`src/rtl/palette_ctrl.sv`:
```
// Palette RAM sequencer: init sweep, video/CPU read arbitration, CPU byte writes
// and same-cycle write-to-read forwarding in front of a 256x16 dual-port RAM.
module palette_ctrl #(
  parameter int INIT_LEN   = 256,
  parameter bit DEFAULT_EN = 1'b1
) (
  input  logic        clk_i,
  input  logic        rst_i,
  input  logic        init_req_i,
  output logic        init_done_o,
  input  logic        vid_req_i,
  input  logic [7:0]  vid_addr_i,
  output logic        vid_valid_o,
  output logic [15:0] vid_data_o,
  input  logic        cpu_req_i,
  input  logic        cpu_we_i,
  input  logic [7:0]  cpu_addr_i,
  input  logic [1:0]  cpu_ben_i,
  input  logic [15:0] cpu_wdata_i,
  output logic        cpu_ack_o,
  output logic [15:0] cpu_rdata_o,
  output logic        ram_wr_en_o,
  output logic [1:0]  ram_ben_o,
  output logic [7:0]  ram_wr_addr_o,
  output logic [15:0] ram_wr_data_o,
  output logic [7:0]  ram_rd_addr_o,
  input  logic [15:0] ram_rd_data_i
);

  typedef enum logic {S_INIT, S_RUN} state_e;

  state_e      state_q, state_d;
  logic [8:0]  cnt_q, cnt_d;
  logic        wr_en_q, wr_en_d;
  logic [1:0]  ben_q, ben_d;
  logic [7:0]  wr_addr_q, wr_addr_d;
  logic [15:0] wr_data_q, wr_data_d;
  logic        ack_q, ack_d;
  logic [15:0] rdata_q, rdata_d;
  logic        vid_valid_q, vid_valid_d;
  logic        rd_pend_q, rd_pend_d;
  logic        fwd_hit_q, fwd_hit_d;
  logic [1:0]  fwd_ben_q, fwd_ben_d;
  logic [15:0] fwd_data_q, fwd_data_d;
  logic [15:0] rd_fwd;

  function automatic logic [15:0] default_entry(input logic [3:0] idx);
    case (idx)
      4'd0:  default_entry = 16'h0000;
      4'd1:  default_entry = 16'h0FFF;
      4'd2:  default_entry = 16'h0800;
      4'd3:  default_entry = 16'h0AFE;
      4'd4:  default_entry = 16'h0C4C;
      4'd5:  default_entry = 16'h00C5;
      4'd6:  default_entry = 16'h000A;
      4'd7:  default_entry = 16'h0EE7;
      4'd8:  default_entry = 16'h0D85;
      4'd9:  default_entry = 16'h0640;
      4'd10: default_entry = 16'h0F77;
      4'd11: default_entry = 16'h0333;
      4'd12: default_entry = 16'h0777;
      4'd13: default_entry = 16'h0AF6;
      4'd14: default_entry = 16'h008F;
      default: default_entry = 16'h0BBB;
    endcase
  endfunction

  assign ram_rd_addr_o = vid_req_i ? vid_addr_i : cpu_addr_i;

  // RAM is read-first: bytes written in the read cycle are merged in here.
  always_comb begin
    rd_fwd = ram_rd_data_i;
    if (fwd_hit_q) begin
      if (fwd_ben_q[0]) rd_fwd[7:0]  = fwd_data_q[7:0];
      if (fwd_ben_q[1]) rd_fwd[15:8] = fwd_data_q[15:8];
    end
  end

  always_comb begin
    state_d     = state_q;
    cnt_d       = cnt_q;
    wr_en_d     = 1'b0;
    ben_d       = 2'b00;
    wr_addr_d   = wr_addr_q;
    wr_data_d   = wr_data_q;
    ack_d       = 1'b0;
    rdata_d     = rdata_q;
    rd_pend_d   = 1'b0;
    vid_valid_d = vid_req_i;
    fwd_hit_d   = wr_en_q && (wr_addr_q == ram_rd_addr_o);
    fwd_ben_d   = ben_q;
    fwd_data_d  = wr_data_q;

    case (state_q)
      S_INIT: begin
        wr_en_d   = 1'b1;
        ben_d     = 2'b11;
        wr_addr_d = cnt_q[7:0];
        wr_data_d = (DEFAULT_EN && cnt_q < 9'd16) ? default_entry(cnt_q[3:0]) : 16'h0000;
        if (cnt_q == 9'(INIT_LEN - 1)) begin
          state_d = S_RUN;
          cnt_d   = 9'd0;
        end else begin
          cnt_d = cnt_q + 9'd1;
        end
      end
      default: begin
        if (rd_pend_q) begin
          // Read data returns this cycle; a re-init request waits for the ack.
          ack_d   = 1'b1;
          rdata_d = rd_fwd;
          if (init_req_i) begin
            state_d = S_INIT;
            cnt_d   = 9'd0;
          end
        end else if (init_req_i) begin
          state_d = S_INIT;
          cnt_d   = 9'd0;
        end else if (cpu_req_i) begin
          if (cpu_we_i) begin
            wr_en_d   = |cpu_ben_i;
            ben_d     = cpu_ben_i;
            wr_addr_d = cpu_addr_i;
            wr_data_d = cpu_wdata_i;
            ack_d     = 1'b1;
          end else if (!vid_req_i) begin
            rd_pend_d = 1'b1;
          end
        end
      end
    endcase
  end

  always_ff @(posedge clk_i) begin
    if (rst_i) begin
      state_q     <= S_INIT;
      cnt_q       <= 9'd0;
      wr_en_q     <= 1'b0;
      ben_q       <= 2'b00;
      wr_addr_q   <= 8'h00;
      wr_data_q   <= 16'h0000;
      ack_q       <= 1'b0;
      rdata_q     <= 16'h0000;
      vid_valid_q <= 1'b0;
      rd_pend_q   <= 1'b0;
      fwd_hit_q   <= 1'b0;
      fwd_ben_q   <= 2'b00;
      fwd_data_q  <= 16'h0000;
    end else begin
      state_q     <= state_d;
      cnt_q       <= cnt_d;
      wr_en_q     <= wr_en_d;
      ben_q       <= ben_d;
      wr_addr_q   <= wr_addr_d;
      wr_data_q   <= wr_data_d;
      ack_q       <= ack_d;
      rdata_q     <= rdata_d;
      vid_valid_q <= vid_valid_d;
      rd_pend_q   <= rd_pend_d;
      fwd_hit_q   <= fwd_hit_d;
      fwd_ben_q   <= fwd_ben_d;
      fwd_data_q  <= fwd_data_d;
    end
  end

  assign init_done_o   = (state_q == S_RUN);
  assign vid_valid_o   = vid_valid_q;
  assign vid_data_o    = rd_fwd;
  assign cpu_ack_o     = ack_q;
  assign cpu_rdata_o   = rdata_q;
  assign ram_wr_en_o   = wr_en_q;
  assign ram_ben_o     = ben_q;
  assign ram_wr_addr_o = wr_addr_q;
  assign ram_wr_data_o = wr_data_q;

endmodule

```
`config.mk`:
```
export PLATFORM = sky130hd
export DESIGN_NAME = palette_ctrl
export DESIGN_NICKNAME = d
export VERILOG_FILES = /design/src/rtl/palette_ctrl.sv
export SDC_FILE = /design/constraint.sdc
export NUM_CORES = 1
export LEC_CHECK = 0
export BUFFER_PORTS_ARGS = -buffer_cell sky130_fd_sc_hd__buf_2
export CORE_ASPECT_RATIO = 0.9
export CORE_UTILIZATION = 30
export DETAILED_ROUTE_END_ITERATION = 16
export MAX_ROUTING_LAYER = met4
export PLACE_DENSITY = 0.58
export RECOVER_POWER = 25
export SYNTH_ARGS = -nofsm -noshare
export SYNTH_HDL_FRONTEND = slang
export SYNTH_SLANG_ARGS = --single-unit
```
`constraint.sdc`:
```
create_clock -name clk_i -period 2.8 [get_ports clk_i]
set_clock_uncertainty 0.1 [all_clocks]
set_input_delay 0.56 -clock clk_i [delete_from_list [all_inputs] [get_ports clk_i]]
set_output_delay 0.56 -clock clk_i [all_outputs]
set_load 0.02 [all_outputs]
```
==> results of run 1 <==
## layout make-up
type	count	area (µm²)
Inverter	23	86.3
Clock buffer	9	225
Multi-Input combinational cell	279	1880
Sequential cell	87	1740
Timing Repair Buffer	136	679
Clock inverter	7	120
Fill cell	1224	7290
Tap cell	160	200
## cells by family after synthesis
kind of cell / synth area share (%)
xor+xnor: 1.84
mux: 12.8
buf+inv: 5.15
simple gates: 16.0
fa+ha+maj: 2.95
compound gates: 15.6
flops: 45.6
## power by group
part           internal [mW]  switching, mW
sequential              1.29         0.0230
combinational          0.136          0.209
clock                  0.874          0.483
total                   2.30          0.715
## cell usage in the layout, fill, tap and decap left out, types with 3 or more instances in the layout
cell	count
buf_2	105
dfxtp_1	87
nand2_1	53
nor2_1	50
mux2_2	23
inv_1	21
clkbuf_1	21
mux2i_1	20
o21ai_0	19
a21oi_1	14
a221oi_1	13
buf_4	10
nor2b_1	9
a311oi_1	9
ha_1	9
clkbuf_16	9
a31oi_1	5
xnor2_1	4
xor2_1	4
and3_1	3
nand3_1	3
nor3_1	3
o211a_1	3
bufinv_16	3
## routing by layer
layer / vias to the layer above / global-route usage [%]
met5: - / -
met2: 96 / 26.0
li1: 1684 / -
met3: 11 / 2.46
met1: 1561 / 20.3
met4: 0 / 6.44
## path summary, 6_finish.rpt
| path | end | slack [ns] | cells past startpoint | start |
|---|---|---|---|---|
| worst min-delay path | rd_pend_q | 0.33 | 2 | cpu_we_i |
| worst max register to register | flop | 0.20 | 10 | cnt_q[1] |
| worst min register to register | ram_wr_data_o[0] | 0.34 | 2 | flop |
| worst max-delay path | flop | 0.20 | 10 | cnt_q[1] |
## metrics by stage
| stage | cells | hold slack (ns) |
|---|---|---|
| 2_1_floorplan | 412 | 0.317 |
| 5_1_grt | 701 | 0.342 |
| 3_5_place_dp | 685 | 0.338 |
| 4_1_cts | 701 | 0.314 |
| 3_3_place_gp | 685 | 0.331 |
| 6_report | 701 | 0.331 |
==> results.yml, run 1 <==
outcome:
  status: "completed"
timing:
  timing.final.ws_setup_ns: 0.199
  finalMaxSlewViolations: 0
  fin_tns_setup_ns: 0
  worst_pin_slew_ns: 1.18
  setup_viol: 0
  hold_violations: 0
  maxSlewHeadroom_pct: 21.3
  max_freq_ghz: 0.384
  period_needed_ns: 2.60
  post-route-period-util_pct: 92.9
  grt_setup_unrepaired: "no"
clock_network:
  h-tree-depth: 3
  cts_tree: "yes"
  clk_pin_slew_ns: 0.06
  hold_buffers: 0
  clk_latency_ns: 0.33
  cts-root-buf: "clkbuf_16"
  post-cts-setup-buffer-count: 0
  clock_sinks: 87
  cts_buffer_depth: 2
  numCtsBuffers: 9
  ctsResizeCount: 0
synthesis:
  yosys.area.top_type: "dfxtp_1"
  yosysSeqAreaShare_pct: 45.6
  synth_warnings: 0
  synth_flop_cell: "dfxtp_1"
  ys_top_cells_by_count: "dfxtp_1 (87), nand2_1 (53), nor2_1 (50)"
  syn_avg_cell_area_um2: 9.27
  synth_most_common_cell: "dfxtp_1"
  synth_top_area_share_pct: 45.6
  synth_area_um2: 3820
  ys_top_cells_by_area: "dfxtp_1 (46%), mux2_2 (6.8%), mux2i_1 (5.2%)"
  postSynth.asyncResetShare_pct: 0
  syn_nets: 477
  ys_types: 53
  synth_cells: 412
  ys_seq_elements: 87
  synth_enable_flop_cells: 0
critical_path:
  worstPathArrival_ns: 2.72
  path_cells: "ha_1 -> nand3_2 -> o31ai_2 -> nand2_1 -> nand2_2 -> inv_1 -> ha_1 -> or2_2 -> a31oi_1 -> nor2_1"
  cpMostUsedCell: "ha_1"
  cp_max_fo: 7
  worstPathRequired_ns: 2.92
  path_class: "reg2reg"
  cp-end-kind: "flop"
  cp_slowest_stage_delay_ns: 0.38
  cp.buffers_inverters: 1
  critPathTopFamily: "simple AND/OR/NAND/NOR gates"
  startpoint_type: "flop"
  slowest_stage: "dfxtp_1"
drt:
  firstDrtPassIters: 4
  ant_nets: 0
  post_drt_via_cell_ratio: 4.78
  wl_per_cell_um: 14.4
  drtIter0Drc: 242
  drt-met1-wl_um: 4690
  wl_met2_um: 4730
  dr_total_vias: 3352
  routed_wl_um: 10100
  drc: 0
  met3_length_um: 512
  highest_layer: "met4"
floorplan:
  die_h_um: 109
  die_w_um: 121
  die-area_um2: 13200
  core_um2: 12200
  io_pins: 126
  row_count: 38
  initial_utilization_pct: 31.2
global_route:
  grt-ovfl-total: 0
  grt_max_degree: 48
  antenna_found_initial: 0
  grt_util_all_layers_pct: 16.1
  grt_pass1_vias: 3260
  grt_pass1_wl_um: 16100
place:
  place_ws_ns: 0.241
  portBuffers: 125
  placed_area_um2: 4620
  hpwl_um: 7590
  gp_congestion: 0.907
finish:
  nets: 601
  syn_to_final_growth_pct: 29.2
  fin_util_pct: 40.4
  finalInstanceArea_um2: 4930
  drive_above_1_share_pct: 31.6
  antenna_cells: 0
hold_path:
  min_path_type: "in2reg"
pwr:
  p_per_area_nw_per_um2: 612
  finalPower_mw: 3.02
  p_leak_nw: 2.07
  vdd_ir_drop_max_v: 0.000307
run:
  drv_cap: 0
(Power assumes the default switching activity.)
==> run 2, diff against run 1 <==
- CTS_BUF_LIST: unset -> sky130_fd_sc_hd__clkbuf_8
- GPL_TIMING_DRIVEN: unset -> 0
==> run 2 against run 1 <==
Against the previous run: global-route usage down 0.35 points; final cell count up 1.4%; clock power down 27%; first-iteration DRC count up 8.7%; critical path type unchanged.
==> results.yml, run 2 (synthesis results as in run 1) <==
critical_path:
  slowest_stage: "dfxtp_1"
  worstPathRequired_ns: 2.94
  cp_max_fo: 7
  cp_slowest_stage_delay_ns: 0.38
  path_cells: "ha_2 -> nand3_2 -> o31ai_2 -> nand2_1 -> nand2_2 -> inv_1 -> ha_1 -> or2_2 -> a31oi_1 -> nor2_1"
  cp.buffers_inverters: 1
  critPathTopFamily: "simple AND/OR/NAND/NOR gates"
  worstPathArrival_ns: 2.77
  path_class: "reg2reg"
  startpoint_type: "flop"
  cp-end-kind: "flop"
outcome:
  status: "completed"
pwr:
  p_per_area_nw_per_um2: 549
  p_leak_nw: 1.97
  vdd_ir_drop_max_v: 0.000225
  finalPower_mw: 2.65
clock_network:
  cts_tree: "yes"
  ctsResizeCount: 0
  clock_sinks: 87
  cts-root-buf: "clkbuf_8"
  numCtsBuffers: 9
  clk_latency_ns: 0.34
  h-tree-depth: 3
  cts_buffer_depth: 2
  post-cts-setup-buffer-count: 0
  clk_pin_slew_ns: 0.09
  hold_buffers: 0
finish:
  final_common_cell: "buf_2"
  nets: 611
  drive_above_1_share_pct: 28.5
  layout_common_cells: "buf_2 (99), dfxtp_1 (87), nand2_1 (53), nor2_1 (50), clkbuf_1 (42)"
  syn_to_final_growth_pct: 26.5
  antenna_cells: 0
  filler_cell_count: 1263
timing:
  hold_violations: 0
  setup_viol: 0
  post-route-period-util_pct: 93.8
  grt_setup_unrepaired: "no"
  finalMaxSlewViolations: 0
  worst_pin_slew_ns: 0.600
  maxSlewHeadroom_pct: 60.0
  max_freq_ghz: 0.381
  fin_tns_setup_ns: 0
  period_needed_ns: 2.63
  timing.final.ws_setup_ns: 0.172
global_route:
  antenna_found_initial: 0
  grt_busiest_layer: "met2"
  grt_util_all_layers_pct: 15.8
  grt_pass1_vias: 3185
  grt_use_met1_pct: 19.4
  grt_pass1_wl_um: 15700
  grt_util_met3_pct: 3.40
  grt_max_degree: 15
  grt-ovfl-total: 0
  grt_util_met2_pct: 26.0
drt:
  wl_per_cell_um: 14.4
  drtIter0Drc: 263
  post_drt_via_cell_ratio: 4.75
  firstDrtPassIters: 4
  dr_total_vias: 3376
  routed_wl_um: 10200
  ant_nets: 0
  drc: 0
floorplan:
  core_um2: 12200
  die-area_um2: 13200
  row_count: 38
  die_h_um: 109
  initial_utilization_pct: 31.2
  die_w_um: 121
  io_pins: 126
hold_path:
  min_path_type: "in2reg"
run:
  drv_cap: 0
place:
  place_ws_ns: 0.134
  hpwl_um: 7980
  portBuffers: 123
  gp_congestion: 0.871
## run 2: cell types whose count changed in the layout (fill, tap and decap cells not counted), sizes merged
cell	delta
clkbuf	+23
inv	+1
bufinv	-1
buf	-11
clkinv	-2
## run 2: layout make-up
cell class                      count  area [µm²]  share of cell area, %
Timing Repair Buffer              123         577                   11.9
Buffer                             23         110                   2.28
Inverter                           23        86.3                   1.79
Tap cell                          160         200                   4.15
Clock inverter                      5        80.1                   1.66
Clock buffer                       11         151                   3.14
Sequential cell                    87        1740                   36.1
Multi-Input combinational cell    279        1880                   39.0
## run 2: through the flow
step / util [%] / area [µm²] / hold WS, ns / std cells
finish: 39.5 / 4830 / 0.319 / 711
global route: 39.5 / 4830 / 0.310 / 711
CTS: 39.8 / 4860 / 0.295 / 711
detailed placement: 37.9 / 4630 / 0.347 / 695
global placement: 37.9 / 4630 / 0.340 / 695
floorplan: - / 3820 / 0.317 / 412
## run 2: worst paths after layout
path              depth (start not counted)  slack, ns  startpoint               end
hold reg to reg                           2       0.35        flop  ram_wr_data_o[3]
setup / recovery                         10       0.17    cnt_q[0]              flop
setup reg to reg                         10       0.17    cnt_q[0]              flop
hold / removal                            2       0.32    cpu_we_i         rd_pend_q
## run 2: report_power, final
part           total, mW  switching (mW)  internal, mW
Combinational      0.344           0.210         0.134
Clock              0.993           0.441         0.552
Sequential          1.31          0.0231          1.29
Total               2.65           0.674          1.98
## run 2: routing by layer
layer / up-vias / part of all wire, %
met5: - / 0
met4: 0 / 1.0
met1: 1563 / 45
met2: 107 / 48
li1: 1699 / -
met3: 7 / 5.8
==> run 3, diff against run 2 <==
- BUFFER_PORTS_ARGS: -buffer_cell sky130_fd_sc_hd__buf_2 -> unset
- DONT_BUFFER_PORTS: unset -> 1
- PLACE_DENSITY: 0.58 -> 0.5
==> run 3 against run 2 <==
Against the previous run: maximum frequency is 1.1% lower; non-clock buffer count decreased by 123; largest cell class unchanged; register-to-register slack worse by 0.03 ns; largest power group unchanged; highest routed layer unchanged; sequential power barely moved; clock power is 2.7% lower; core utilization decreased by 4.8 points; hold slack lost 0.15 ns; via count decreased by 12%; design area down 12%; wire length shrank 0.96%; clock-buffer cell count decreased by 1.
==> results.yml, run 3 (synthesis results as in run 1) <==
finish:
  nets: 488
  instances_no_fill: 588
  drive_above_1_share_pct: 15.4
  multi_input_area_um2: 1880
  finalInstanceArea_um2: 4240
  antenna_cells: 0
  filler_cell_count: 1242
  layout_common_cells: "dfxtp_1 (87), nand2_1 (53), nor2_1 (50), mux2_2 (23), inv_1 (22)"
  syn_to_final_growth_pct: 11.1
  regArea_um2: 1740
  final_common_cell: "dfxtp_1"
timing:
  setup_viol: 0
  maxSlewHeadroom_pct: 57.3
  period_needed_ns: 2.66
  finalMaxSlewViolations: 0
  timing.final.ws_setup_ns: 0.143
  hold_violations: 0
  fin_tns_setup_ns: 0
  worst_pin_slew_ns: 0.641
  max_freq_ghz: 0.376
  post-route-period-util_pct: 94.9
  grt_setup_unrepaired: "no"
place:
  placed_area_um2: 4020
  gp_congestion: 0.838
  portBuffers: 0
  dp.cells: 572
  hpwl_um: 7820
  place_ws_ns: 0.120
drt:
  post_drt_via_cell_ratio: 5.05
  routed_wl_um: 10100
  ant_nets: 0
  drc: 0
  firstDrtPassIters: 4
  wl_per_cell_um: 17.2
  drtIter0Drc: 190
  dr_total_vias: 2972
critical_path:
  setup.worst_path.start: "cnt_q[0]"
  worstRegToRegCells: 10
  startpoint_type: "flop"
  worstPathArrival_ns: 2.80
  path_class: "reg2reg"
  cp_max_fo: 7
  cp-end-kind: "flop"
  r2r_start: "cnt_q[0]"
  worstPathRequired_ns: 2.94
run:
  drv_cap: 0
clock_network:
  numCtsBuffers: 9
  clk_latency_ns: 0.35
  h-tree-depth: 3
  clk_pin_slew_ns: 0.09
  cts-root-buf: "clkbuf_8"
  cts_tree: "yes"
  post-cts-setup-buffer-count: 0
  cts_buffer_depth: 2
  clock_sinks: 87
pwr:
  vdd_ir_drop_max_v: 0.000292
  finalPower_mw: 2.56
  p_per_area_nw_per_um2: 602
  p_leak_nw: 1.55
global_route:
  grt_max_degree: 15
  grt_pass1_vias: 2913
  grt_pass1_wl_um: 15500
  grt_util_met3_pct: 3.45
  grt_busiest_layer: "met2"
  grt_util_all_layers_pct: 15.9
  grt_use_met1_pct: 19.1
  grt-ovfl-total: 0
  grt_util_met2_pct: 26.1
  antenna_found_initial: 0
floorplan:
  core_um2: 12200
  die_h_um: 109
  io_pins: 126
  die-area_um2: 13200
  row_count: 38
  initial_utilization_pct: 31.2
  die_w_um: 121
hold_path:
  min_path_type: "in2reg"
  min-delay-start: "cpu_we_i"
  min_delay_path_depth: 1
outcome:
  status: "completed"
==> run 3: path summary, 6_finish.rpt <==
path              slack [ns]               end
hold / removal          0.17         rd_pend_q
setup reg to reg        0.14              flop
hold reg to reg         0.35  ram_wr_data_o[7]
setup / recovery        0.14              flop
==> run 3: what timing repair did <==
item,in CTS,in global routing
hold buffers,0,0
endpoints found under the setup margin,0,5
resized for setup,0,2
==> run 3: through the flow <==
stage          hold slack, ns  utilization (%)
2_1_floorplan           0.317                -
3_3_place_gp            0.347             32.9
3_5_place_dp            0.349             32.9
4_1_cts                 0.149             34.7
5_1_grt                 0.141             34.7
6_report                0.171             34.7
==> run 3: report_power, final <==
| part | internal [mW] | switching, mW | total (mW) | leakage, nW |
|---|---|---|---|---|
| registers | 1.29 | 0.0517 | 1.34 | 0.711 |
| clock network | 0.524 | 0.442 | 0.966 | 0.118 |
| logic | 0.0871 | 0.161 | 0.248 | 0.725 |
==> run 3: final cells by class <==
type,count,share of cell area (%)
clock buffers,10,3.24
plain buffers,23,2.60
multi-input cells,279,44.4
clock inverters,6,1.95
inverters,23,2.03
well taps,160,4.72
flip-flops and latches,87,41.0
==> run 3: worst max-delay path, stage by stage, from the launching register on <==
cell	delay, ns
dfxtp_1	0.39
ha_2	0.25
nand3_2	0.18
o31ai_2	0.29
nand2_1	0.17
nand2_2	0.16
inv_1	0.16
ha_1	0.22
or2_2	0.28
a31oi_1	0.26
nor2_1	0.09
==> run 3: layer usage <==
layer / wire length (µm) / part of all wire, %
met1: 4610 / 46
met2: 4800 / 47
met3: 595 / 5.9
met4: 110 / 1.1
met5: 0 / 0
